[src/rtl/pll_reset_sequencer_if.sv]
// Control/status bundle between the PLL reset sequencer and its surroundings.
// The sequencer takes the slave side; the board-level logic or a bench takes the master side.
interface pll_reset_sequencer_if #(
    parameter int CNT_W = 8
);
    logic             pll_lock;
    logic             relock_req;
    logic             pll_reset;
    logic             sys_rst;
    logic             pll_fault;
    logic [1:0]       state;
    logic [3:0]       retry_cnt;
    logic [CNT_W-1:0] loss_cnt;

    modport master (
        output pll_lock,
        output relock_req,
        input  pll_reset,
        input  sys_rst,
        input  pll_fault,
        input  state,
        input  retry_cnt,
        input  loss_cnt
    );

    modport slave (
        input  pll_lock,
        input  relock_req,
        output pll_reset,
        output sys_rst,
        output pll_fault,
        output state,
        output retry_cnt,
        output loss_cnt
    );
endinterface

[src/rtl/pll_reset_sequencer.sv]
// Holds the PLL in reset, waits for a stable lock, then releases the system reset.
// It retries on lock timeout, re-sequences on lock loss and latches a fault after too many retries.
module pll_reset_sequencer #(
    parameter int RST_CYC      = 16,
    parameter int LOCK_STABLE  = 64,
    parameter int LOCK_TIMEOUT = 100000,
    parameter int MAX_RETRY    = 4,
    parameter int CNT_W        = 8
) (
    input  logic                   clk_100m,
    input  logic                   reset_n,
    pll_reset_sequencer_if.slave   bus
);

    localparam int HW = $clog2(RST_CYC);
    localparam int SW = $clog2(LOCK_STABLE + 1);
    localparam int TW = $clog2(LOCK_TIMEOUT + 1);

    localparam logic [HW-1:0]    HOLD_LAST    = HW'(RST_CYC - 1);
    localparam logic [HW-1:0]    HOLD_ONE     = HW'(1);
    localparam logic [SW-1:0]    STABLE_DONE  = SW'(LOCK_STABLE);
    localparam logic [SW-1:0]    STABLE_ONE   = SW'(1);
    localparam logic [TW-1:0]    TIMEOUT_DONE = TW'(LOCK_TIMEOUT);
    localparam logic [TW-1:0]    TIMEOUT_ONE  = TW'(1);
    localparam logic [3:0]       RETRY_MAX    = 4'(MAX_RETRY);
    localparam logic [3:0]       RETRY_ONE    = 4'd1;
    localparam logic [CNT_W-1:0] LOSS_ONE     = CNT_W'(1);

    typedef enum logic [1:0] {
        ST_HOLD      = 2'b00,
        ST_WAIT_LOCK = 2'b01,
        ST_RUN       = 2'b10,
        ST_FAIL      = 2'b11
    } state_t;

    state_t           state_q, state_d;
    logic [HW-1:0]    hold_q, hold_d;
    logic [SW-1:0]    stable_q, stable_d;
    logic [TW-1:0]    timeout_q, timeout_d;
    logic [3:0]       retry_q, retry_d;
    logic [CNT_W-1:0] loss_q, loss_d;
    logic             sync1_q, sync1_d;
    logic             lock_s_q, lock_s_d;
    logic             pll_reset_q, pll_reset_d;
    logic             sys_rst_q, sys_rst_d;
    logic             pll_fault_q, pll_fault_d;

    always_comb begin
        state_d     = state_q;
        hold_d      = hold_q;
        stable_d    = stable_q;
        timeout_d   = timeout_q;
        retry_d     = retry_q;
        loss_d      = loss_q;
        sync1_d     = bus.pll_lock;
        lock_s_d    = sync1_q;

        unique case (state_q)
            ST_HOLD: begin
                if (hold_q == HOLD_LAST) begin
                    state_d   = ST_WAIT_LOCK;
                    hold_d    = '0;
                    stable_d  = '0;
                    timeout_d = '0;
                end else begin
                    hold_d = hold_q + HOLD_ONE;
                end
            end
            ST_WAIT_LOCK: begin
                if (!lock_s_q) begin
                    stable_d = '0;
                end else if (stable_q != STABLE_DONE) begin
                    stable_d = stable_q + STABLE_ONE;
                end
                if (timeout_q != TIMEOUT_DONE) begin
                    timeout_d = timeout_q + TIMEOUT_ONE;
                end
                // A lock that becomes stable on the timeout cycle still counts as success.
                if (stable_d == STABLE_DONE) begin
                    state_d = ST_RUN;
                    retry_d = '0;
                end else if (timeout_d == TIMEOUT_DONE) begin
                    retry_d   = (retry_q == 4'hF) ? retry_q : retry_q + RETRY_ONE;
                    state_d   = (retry_d == RETRY_MAX) ? ST_FAIL : ST_HOLD;
                    hold_d    = '0;
                    stable_d  = '0;
                    timeout_d = '0;
                end
            end
            ST_RUN: begin
                if (!lock_s_q) begin
                    state_d   = ST_HOLD;
                    loss_d    = (loss_q == '1) ? loss_q : loss_q + LOSS_ONE;
                    hold_d    = '0;
                    stable_d  = '0;
                    timeout_d = '0;
                end
            end
            ST_FAIL: begin
                state_d = ST_FAIL;
            end
            default: begin
                state_d = ST_HOLD;
            end
        endcase

        if (bus.relock_req) begin
            state_d   = ST_HOLD;
            retry_d   = '0;
            loss_d    = loss_q;
            hold_d    = '0;
            stable_d  = '0;
            timeout_d = '0;
        end

        // sys_rst follows the current state, so it lags RUN entry and exit by one cycle.
        pll_reset_d = (state_d == ST_HOLD) || (state_d == ST_FAIL);
        sys_rst_d   = (state_q != ST_RUN);
        pll_fault_d = (state_d == ST_FAIL);
    end

    always_ff @(posedge clk_100m or negedge reset_n) begin
        if (!reset_n) begin
            state_q     <= ST_HOLD;
            hold_q      <= '0;
            stable_q    <= '0;
            timeout_q   <= '0;
            retry_q     <= '0;
            loss_q      <= '0;
            sync1_q     <= 1'b0;
            lock_s_q    <= 1'b0;
            pll_reset_q <= 1'b1;
            sys_rst_q   <= 1'b1;
            pll_fault_q <= 1'b0;
        end else begin
            state_q     <= state_d;
            hold_q      <= hold_d;
            stable_q    <= stable_d;
            timeout_q   <= timeout_d;
            retry_q     <= retry_d;
            loss_q      <= loss_d;
            sync1_q     <= sync1_d;
            lock_s_q    <= lock_s_d;
            pll_reset_q <= pll_reset_d;
            sys_rst_q   <= sys_rst_d;
            pll_fault_q <= pll_fault_d;
        end
    end

    assign bus.pll_reset = pll_reset_q;
    assign bus.sys_rst   = sys_rst_q;
    assign bus.pll_fault = pll_fault_q;
    assign bus.state     = state_q;
    assign bus.retry_cnt = retry_q;
    assign bus.loss_cnt  = loss_q;

endmodule

[src/flat_wrapper.sv]
// flat-port wrapper written by rule: the top's interface ports become plain ports
module pll_reset_sequencer_flat 
#(
    parameter int RST_CYC      = 16,
    parameter int LOCK_STABLE  = 64,
    parameter int LOCK_TIMEOUT = 100000,
    parameter int MAX_RETRY    = 4,
    parameter int CNT_W        = 8
)
  (clk_100m, reset_n, bus_pll_lock, bus_relock_req, bus_pll_reset, bus_sys_rst, bus_pll_fault, bus_state, bus_retry_cnt, bus_loss_cnt);
  pll_reset_sequencer_if #(.CNT_W(CNT_W)) bus_i ();
  input  logic clk_100m;
  input  logic reset_n;
  input wire logic [$bits(bus_i.pll_lock)-1:0] bus_pll_lock;
  input wire logic [$bits(bus_i.relock_req)-1:0] bus_relock_req;
  output wire logic [$bits(bus_i.pll_reset)-1:0] bus_pll_reset;
  output wire logic [$bits(bus_i.sys_rst)-1:0] bus_sys_rst;
  output wire logic [$bits(bus_i.pll_fault)-1:0] bus_pll_fault;
  output wire logic [$bits(bus_i.state)-1:0] bus_state;
  output wire logic [$bits(bus_i.retry_cnt)-1:0] bus_retry_cnt;
  output wire logic [$bits(bus_i.loss_cnt)-1:0] bus_loss_cnt;
  assign bus_i.pll_lock = bus_pll_lock;
  assign bus_i.relock_req = bus_relock_req;
  assign bus_pll_reset = bus_i.pll_reset;
  assign bus_sys_rst = bus_i.sys_rst;
  assign bus_pll_fault = bus_i.pll_fault;
  assign bus_state = bus_i.state;
  assign bus_retry_cnt = bus_i.retry_cnt;
  assign bus_loss_cnt = bus_i.loss_cnt;
  pll_reset_sequencer #(.RST_CYC(RST_CYC), .LOCK_STABLE(LOCK_STABLE), .LOCK_TIMEOUT(LOCK_TIMEOUT), .MAX_RETRY(MAX_RETRY), .CNT_W(CNT_W)) u_core (.clk_100m(clk_100m), .reset_n(reset_n), .bus(bus_i));
endmodule
[config.mk]
export PLATFORM = sky130hd
export DESIGN_NAME = pll_reset_sequencer_flat
export DESIGN_NICKNAME = d
export VERILOG_FILES = /design/src/rtl/pll_reset_sequencer_if.sv /design/src/rtl/pll_reset_sequencer.sv /design/src/flat_wrapper.sv
export SDC_FILE = /design/constraint.sdc
export NUM_CORES = 1
export LEC_CHECK = 0
export BUFFER_PORTS_ARGS = -buffer_cell sky130_fd_sc_hd__buf_2
export CORE_ASPECT_RATIO = 1.75
export CORE_MARGIN = 4
export CORE_UTILIZATION = 55
export CTS_CLUSTER_SIZE = 28
export DETAILED_ROUTE_END_ITERATION = 10
export HOLD_SLACK_MARGIN = 0.08
export PLACE_DENSITY = 0.81
export SLEW_MARGIN = 10
export SYNTH_ARGS = -nofsm -noshare
export SYNTH_HDL_FRONTEND = slang
export SYNTH_SLANG_ARGS = --single-unit
[constraint.sdc]
create_clock -name clk_100m -period 2.7 [get_ports clk_100m]
set_input_delay 0.54 -clock clk_100m [delete_from_list [all_inputs] [get_ports clk_100m]]
set_output_delay 0.54 -clock clk_100m [all_outputs]
set_load 0.01 [all_outputs]
==> report_table.html <==
<table>
<tr><th>Metric</th><th>Value</th></tr>
<tr><th colspan="2">Die</th></tr>
<tr><td>Core area</td><td>0.005585 mm^2</td></tr>
<tr><td>Placement row count</td><td>36</td></tr>
<tr><td>DIE AREA</td><td>just over 0.007 mm^2</td></tr>
<tr><td>I/O pins</td><td>21</td></tr>
<tr><td>Die Width</td><td>65.50 um</td></tr>
<tr><td>Chip Height</td><td>108.6 um</td></tr>
<tr><td>Starting utilization of the core area</td><td>56.97%</td></tr>
<tr><th colspan="2">Critical path</th></tr>
<tr><td>Cells along the critical path</td><td>inv_2 -&gt; ha_4 -&gt; nand4b_1 -&gt; or4_4 -&gt; nor4_4 -&gt; o221ai_4 -&gt; or4_4 -&gt; buf_8 -&gt; buf_6 -&gt; nand2_8 -&gt; a21oi_1</td></tr>
<tr><td>Startpoint of the lowest-slack register-to-register path</td><td>u_core.timeout_q[0]</td></tr>
<tr><td>Register-to-Register Setup Slack</td><td>-220 ps</td></tr>
<tr><td>Kind of end point of the critical path</td><td>register</td></tr>
<tr><td>Biggest fanout along the worst timing path</td><td>8</td></tr>
<tr><td>Biggest cell delay along the critical path</td><td>620 ps</td></tr>
<tr><td>Start point of the critical path</td><td>u_core.timeout_q[0]</td></tr>
<tr><td>Library cell appearing most often on the critical path</td><td>sky130_fd_sc_hd__or4_4</td></tr>
<tr><td>Critical path endpoint</td><td>u_core.timeout_q[11]</td></tr>
<tr><td>Startpoint kind of the worst setup timing path</td><td>register</td></tr>
<tr><td>Arrival time reported for the critical path endpoint</td><td>~3100 ps</td></tr>
<tr><td>Required time reported for the critical path endpoint</td><td>2890 ps</td></tr>
<tr><td>End of the worst register-to-register path</td><td>u_core.timeout_q[11]</td></tr>
<tr><td>Type of the setup path with the least slack</td><td>reg2reg</td></tr>
<tr><td>Slowest stage cell, crit path</td><td>sky130_fd_sc_hd__or4_4</td></tr>
<tr><td>R2r worst-path depth</td><td>11</td></tr>
<tr><th colspan="2">Global route</th></tr>
<tr><td>Number of antenna violations at the first check in global routing</td><td>0</td></tr>
<tr><td>GRT Residual Overflow</td><td>0</td></tr>
<tr><td>Overall Global Routing Usage</td><td>28.29%</td></tr>
<tr><td>Pin count of the biggest net entering global routing</td><td>33</td></tr>
<tr><td>Global-route wire length before repair</td><td>15530 um</td></tr>
<tr><td>Vias in the first global route</td><td>3350</td></tr>
<tr><th colspan="2">Placement</th></tr>
<tr><td>Placement Cell Area</td><td>0.003786 mm^2</td></tr>
<tr><td>I/O Buffers</td><td>20</td></tr>
<tr><td>Dpl hpwl</td><td>roughly 7000 um</td></tr>
<tr><td>Placed cell count</td><td>496</td></tr>
<tr><td>Post-Place Setup Slack</td><td>-203.6 ps</td></tr>
<tr><td>Routability Congestion</td><td>1.052</td></tr>
<tr><th colspan="2">Power and ir drop</th></tr>
<tr><td>Part of the power in combinational logic</td><td>29.8%</td></tr>
<tr><td>P_sw</td><td>0.6259 mW</td></tr>
<tr><td>Net Sw Frac</td><td>35.42%</td></tr>
<tr><td>Power density cells</td><td>420.5 mW/mm^2</td></tr>
<tr><td>Leakage power</td><td>about 1.7 nW</td></tr>
<tr><td>Portion of total power attributed to sequential cells</td><td>around 46%</td></tr>
<tr><td>Cell internal pwr</td><td>1.141 mW</td></tr>
<tr><td>Clock power share</td><td>24.6%</td></tr>
<tr><td>Max rail drop VDD</td><td>around 0.5 mV</td></tr>
<tr><td>Post-layout total power</td><td>1.767 mW</td></tr>
<tr><th colspan="2">Timing</th></tr>
<tr><td>Fraction of the cycle the final worst path needs</td><td>108.0%</td></tr>
<tr><td>Worst-case clock skew</td><td>9.024 ps</td></tr>
<tr><td>Final setup fails</td><td>26</td></tr>
<tr><td>Timing-limited maximum frequency</td><td>0.3430 GHz</td></tr>
<tr><td>Least setup slack across all paths after layout</td><td>-215.4 ps</td></tr>
<tr><td>Final Hold Vio Count</td><td>0</td></tr>
<tr><td>Slew Limit Fails</td><td>0</td></tr>
<tr><td>Hold Worst Slack</td><td>173.3 ps</td></tr>
<tr><td>Time the final worst path needs with I/O delays and setup</td><td>2915 ps</td></tr>
<tr><td>Slew headroom</td><td>60.45%</td></tr>
<tr><td>RSZ-0062 raised after global routing</td><td>true</td></tr>
<tr><td>Setup_tns</td><td>-3464 ps</td></tr>
<tr><td>Transition time of the tightest slew-check pin</td><td>588.2 ps</td></tr>
<tr><th colspan="2">Run</th></tr>
<tr><td>Max-cap viol count</td><td>0</td></tr>
<tr><th colspan="2">Layout</th></tr>
<tr><td>Count of non-filler cells in the finished layout</td><td>511</td></tr>
<tr><td>Cell area after layout</td><td>0.004202 mm^2</td></tr>
<tr><td>Net total in the final layout</td><td>450</td></tr>
<tr><td>Share of cells above drive strength 1</td><td>32.64%</td></tr>
<tr><td>Final core area utilization</td><td>75.22%</td></tr>
<tr><td>Growth of design area from synthesis to finish</td><td>32.05%</td></tr>
<tr><td>Filler cell count in the final layout</td><td>about 370</td></tr>
<tr><td>Commonest non-fill, non-tap cells in the layout</td><td>60 x sky130_fd_sc_hd__buf_4, 43 x sky130_fd_sc_hd__dfrtp_1, 37 x sky130_fd_sc_hd__nand2_1</td></tr>
<tr><td>Ant. Diodes</td><td>0</td></tr>
<tr><td>Most common library cell in the layout ignoring fill and taps</td><td>sky130_fd_sc_hd__buf_4</td></tr>
<tr><th colspan="2">Routing</th></tr>
<tr><td>Routed wire length</td><td>10270 um</td></tr>
<tr><td>Final antenna-violating net count</td><td>0</td></tr>
<tr><td>Initial drt markers</td><td>between 300 and 400</td></tr>
<tr><td>Length of the first detailed-routing pass in iterations</td><td>5</td></tr>
<tr><td>Count of unresolved DRC violations after routing</td><td>0</td></tr>
<tr><td>Via count</td><td>around 3400</td></tr>
<tr><td>Vias/cell</td><td>6.650</td></tr>
<tr><td>Routed length per placed instance</td><td>20.09 um</td></tr>
<tr><th colspan="2">Logic synthesis</th></tr>
<tr><td>Netlist area before placement</td><td>0.003182 mm^2</td></tr>
<tr><td>EDFF count, synth</td><td>0</td></tr>
<tr><td>Top cell type's share of synthesized area</td><td>35.39%</td></tr>
<tr><td>Mapped Cells</td><td>360</td></tr>
<tr><td>Asr flop ratio synth</td><td>100.0%</td></tr>
<tr><td>Most area-consuming cells after synthesis</td><td>sky130_fd_sc_hd__dfrtp_1 35%, sky130_fd_sc_hd__ha_1 4.7%, sky130_fd_sc_hd__nand2_1 4.5%</td></tr>
<tr><td>Most area-hungry cell type in the Yosys netlist</td><td>sky130_fd_sc_hd__dfrtp_1</td></tr>
<tr><td>Share of synthesized area occupied by flip-flops and latches</td><td>37.04%</td></tr>
<tr><td>Top flip-flop cell by instance count after synthesis</td><td>sky130_fd_sc_hd__dfrtp_1</td></tr>
<tr><td>Flip-flop and latch count after synthesis</td><td>47</td></tr>
<tr><td>Synth cell types</td><td>70</td></tr>
<tr><td>Number of nets produced by synthesis</td><td>376</td></tr>
<tr><td>Avg Inst Size Synth</td><td>between 8 and 9 um^2</td></tr>
<tr><td>Total of warnings raised by yosys</td><td>0</td></tr>
<tr><th colspan="2">Outcome</th></tr>
<tr><td>Result of the run</td><td>finished, violations left</td></tr>
<tr><td>Violations in the final reports</td><td>setup timing</td></tr>
<tr><th colspan="2">CTS</th></tr>
<tr><td>Number of clock buffers inserted by TritonCTS</td><td>5</td></tr>
<tr><td>Clock tree buffer depth</td><td>2</td></tr>
<tr><td>Clock sinks</td><td>between 40 and 50</td></tr>
<tr><td>Clk slew on worst S/H paths</td><td>roughly 90 ps</td></tr>
<tr><td>Clock latency of the later-clocked register in the worst-skew pair</td><td>between 300 and 400 ps</td></tr>
<tr><td>Clock tree from TritonCTS</td><td>yes</td></tr>
<tr><td>Clock root buffer</td><td>sky130_fd_sc_hd__clkbuf_8</td></tr>
<tr><td>CTS H-tree depth</td><td>2</td></tr>
<tr><td>Number of hold-repair buffers added at the cts stage</td><td>0</td></tr>
<tr><th colspan="2">Min path</th></tr>
<tr><td>Hold crit path type</td><td>in2async</td></tr>
</table>
## critical path, delay by kind of cell, from the launching register on
kind                       cells  cell delay, ps
and+or+nand+nor                5            1550
buffers and inverters          3             370
adders and majority gates      1             140
DFF                            1             450
AOI/OAI and AO/OA              2             270
## kinds of logic (layout without fill, tap and decap cells)
logic type	after synthesis	in the layout	share of synthesized area, %
AND/OR/NAND/NOR	158	158	27.21
AO/OA/AOI/OAI	89	89	21.43
flip-flops	47	47	37.04
buffers and inverters	39	114	5.348
XOR/XNOR	13	13	3.578
adder cells (fa/ha/maj)	12	12	4.719
multiplexers	2	2	0.6685
## Yosys cell counts (10+ instances only)
library cell and n:
sky130_fd_sc_hd__a21oi_1 15, sky130_fd_sc_hd__clkbuf_1 12, sky130_fd_sc_hd__dfrtp_1 45, sky130_fd_sc_hd__ha_1 12, sky130_fd_sc_hd__inv_1 19, sky130_fd_sc_hd__nand2_1 38, sky130_fd_sc_hd__nand3_1 23, sky130_fd_sc_hd__nand4_1 13
sky130_fd_sc_hd__nor2_1 20, sky130_fd_sc_hd__nor4_1 12, sky130_fd_sc_hd__o21ai_0 10
## power by group through the flow
stage	Clock, mW	Combinational (mW)	Sequential (mW)
after global placement	0	0.424	0.813
final	0.435	0.526	0.806
after global routing	0.466	0.567	0.815
after CTS	0.434	0.469	0.803
after floorplan	0	0.277	0.822
after detailed placement	0	0.450	0.817
## how the worst min path moves through the flow
| stage | startpoint | endpoint | slack (ps) | cells past startpoint |
|---|---|---|---|---|
| detailed placement | u_core.lock_s_d | u_core.lock_s_q | 340 | 0 |
| global placement | u_core.lock_s_d | u_core.lock_s_q | 330 | 0 |
| finish | reset_n | u_core.timeout_q[3] | 170 | 1 |
| global route | reset_n | u_core.timeout_q[12] | 200 | 1 |
| floorplan | reset_n | u_core.bus.loss_cnt[0] | 240 | 0 |
| CTS | reset_n | u_core.timeout_q[3] | 190 | 1 |
## flip-flops by register name, summed over array words and instances (netlist names), 2 cells and up
| signal | count |
|---|---|
| u_core.timeout_q | 17 |
| u_core.bus.loss_cnt | 8 |
| u_core.stable_q | 7 |
| u_core.bus.retry_cnt | 4 |
| u_core.hold_q | 4 |
| u_core.bus.state | 2 |
## cell type report
class	instances	area, um^2	share of cell area (%)
multi-input cells	274	2118	50.42
clock inverters	2	12.51	0.2978
clock buffers	6	72.57	1.727
flip-flops and latches	47	1181	28.11
inverters	19	71.32	1.697
well taps	76	95.09	2.263
repair buffers	87	650.6	15.49
## layer usage
layer  share of wire [%]  track usage, %
met5                   0               0
met4                 6.9           17.66
met3                 5.8           3.608
met2                  54           53.73
met1                  33           28.06
## timing repair
item	4_1_cts	5_1_grt
gates resized for setup	24	26
buffers inserted	1	6
pin swaps	15	17
endpoints found under the setup margin	26	30
(Power assumes the default switching activity.)
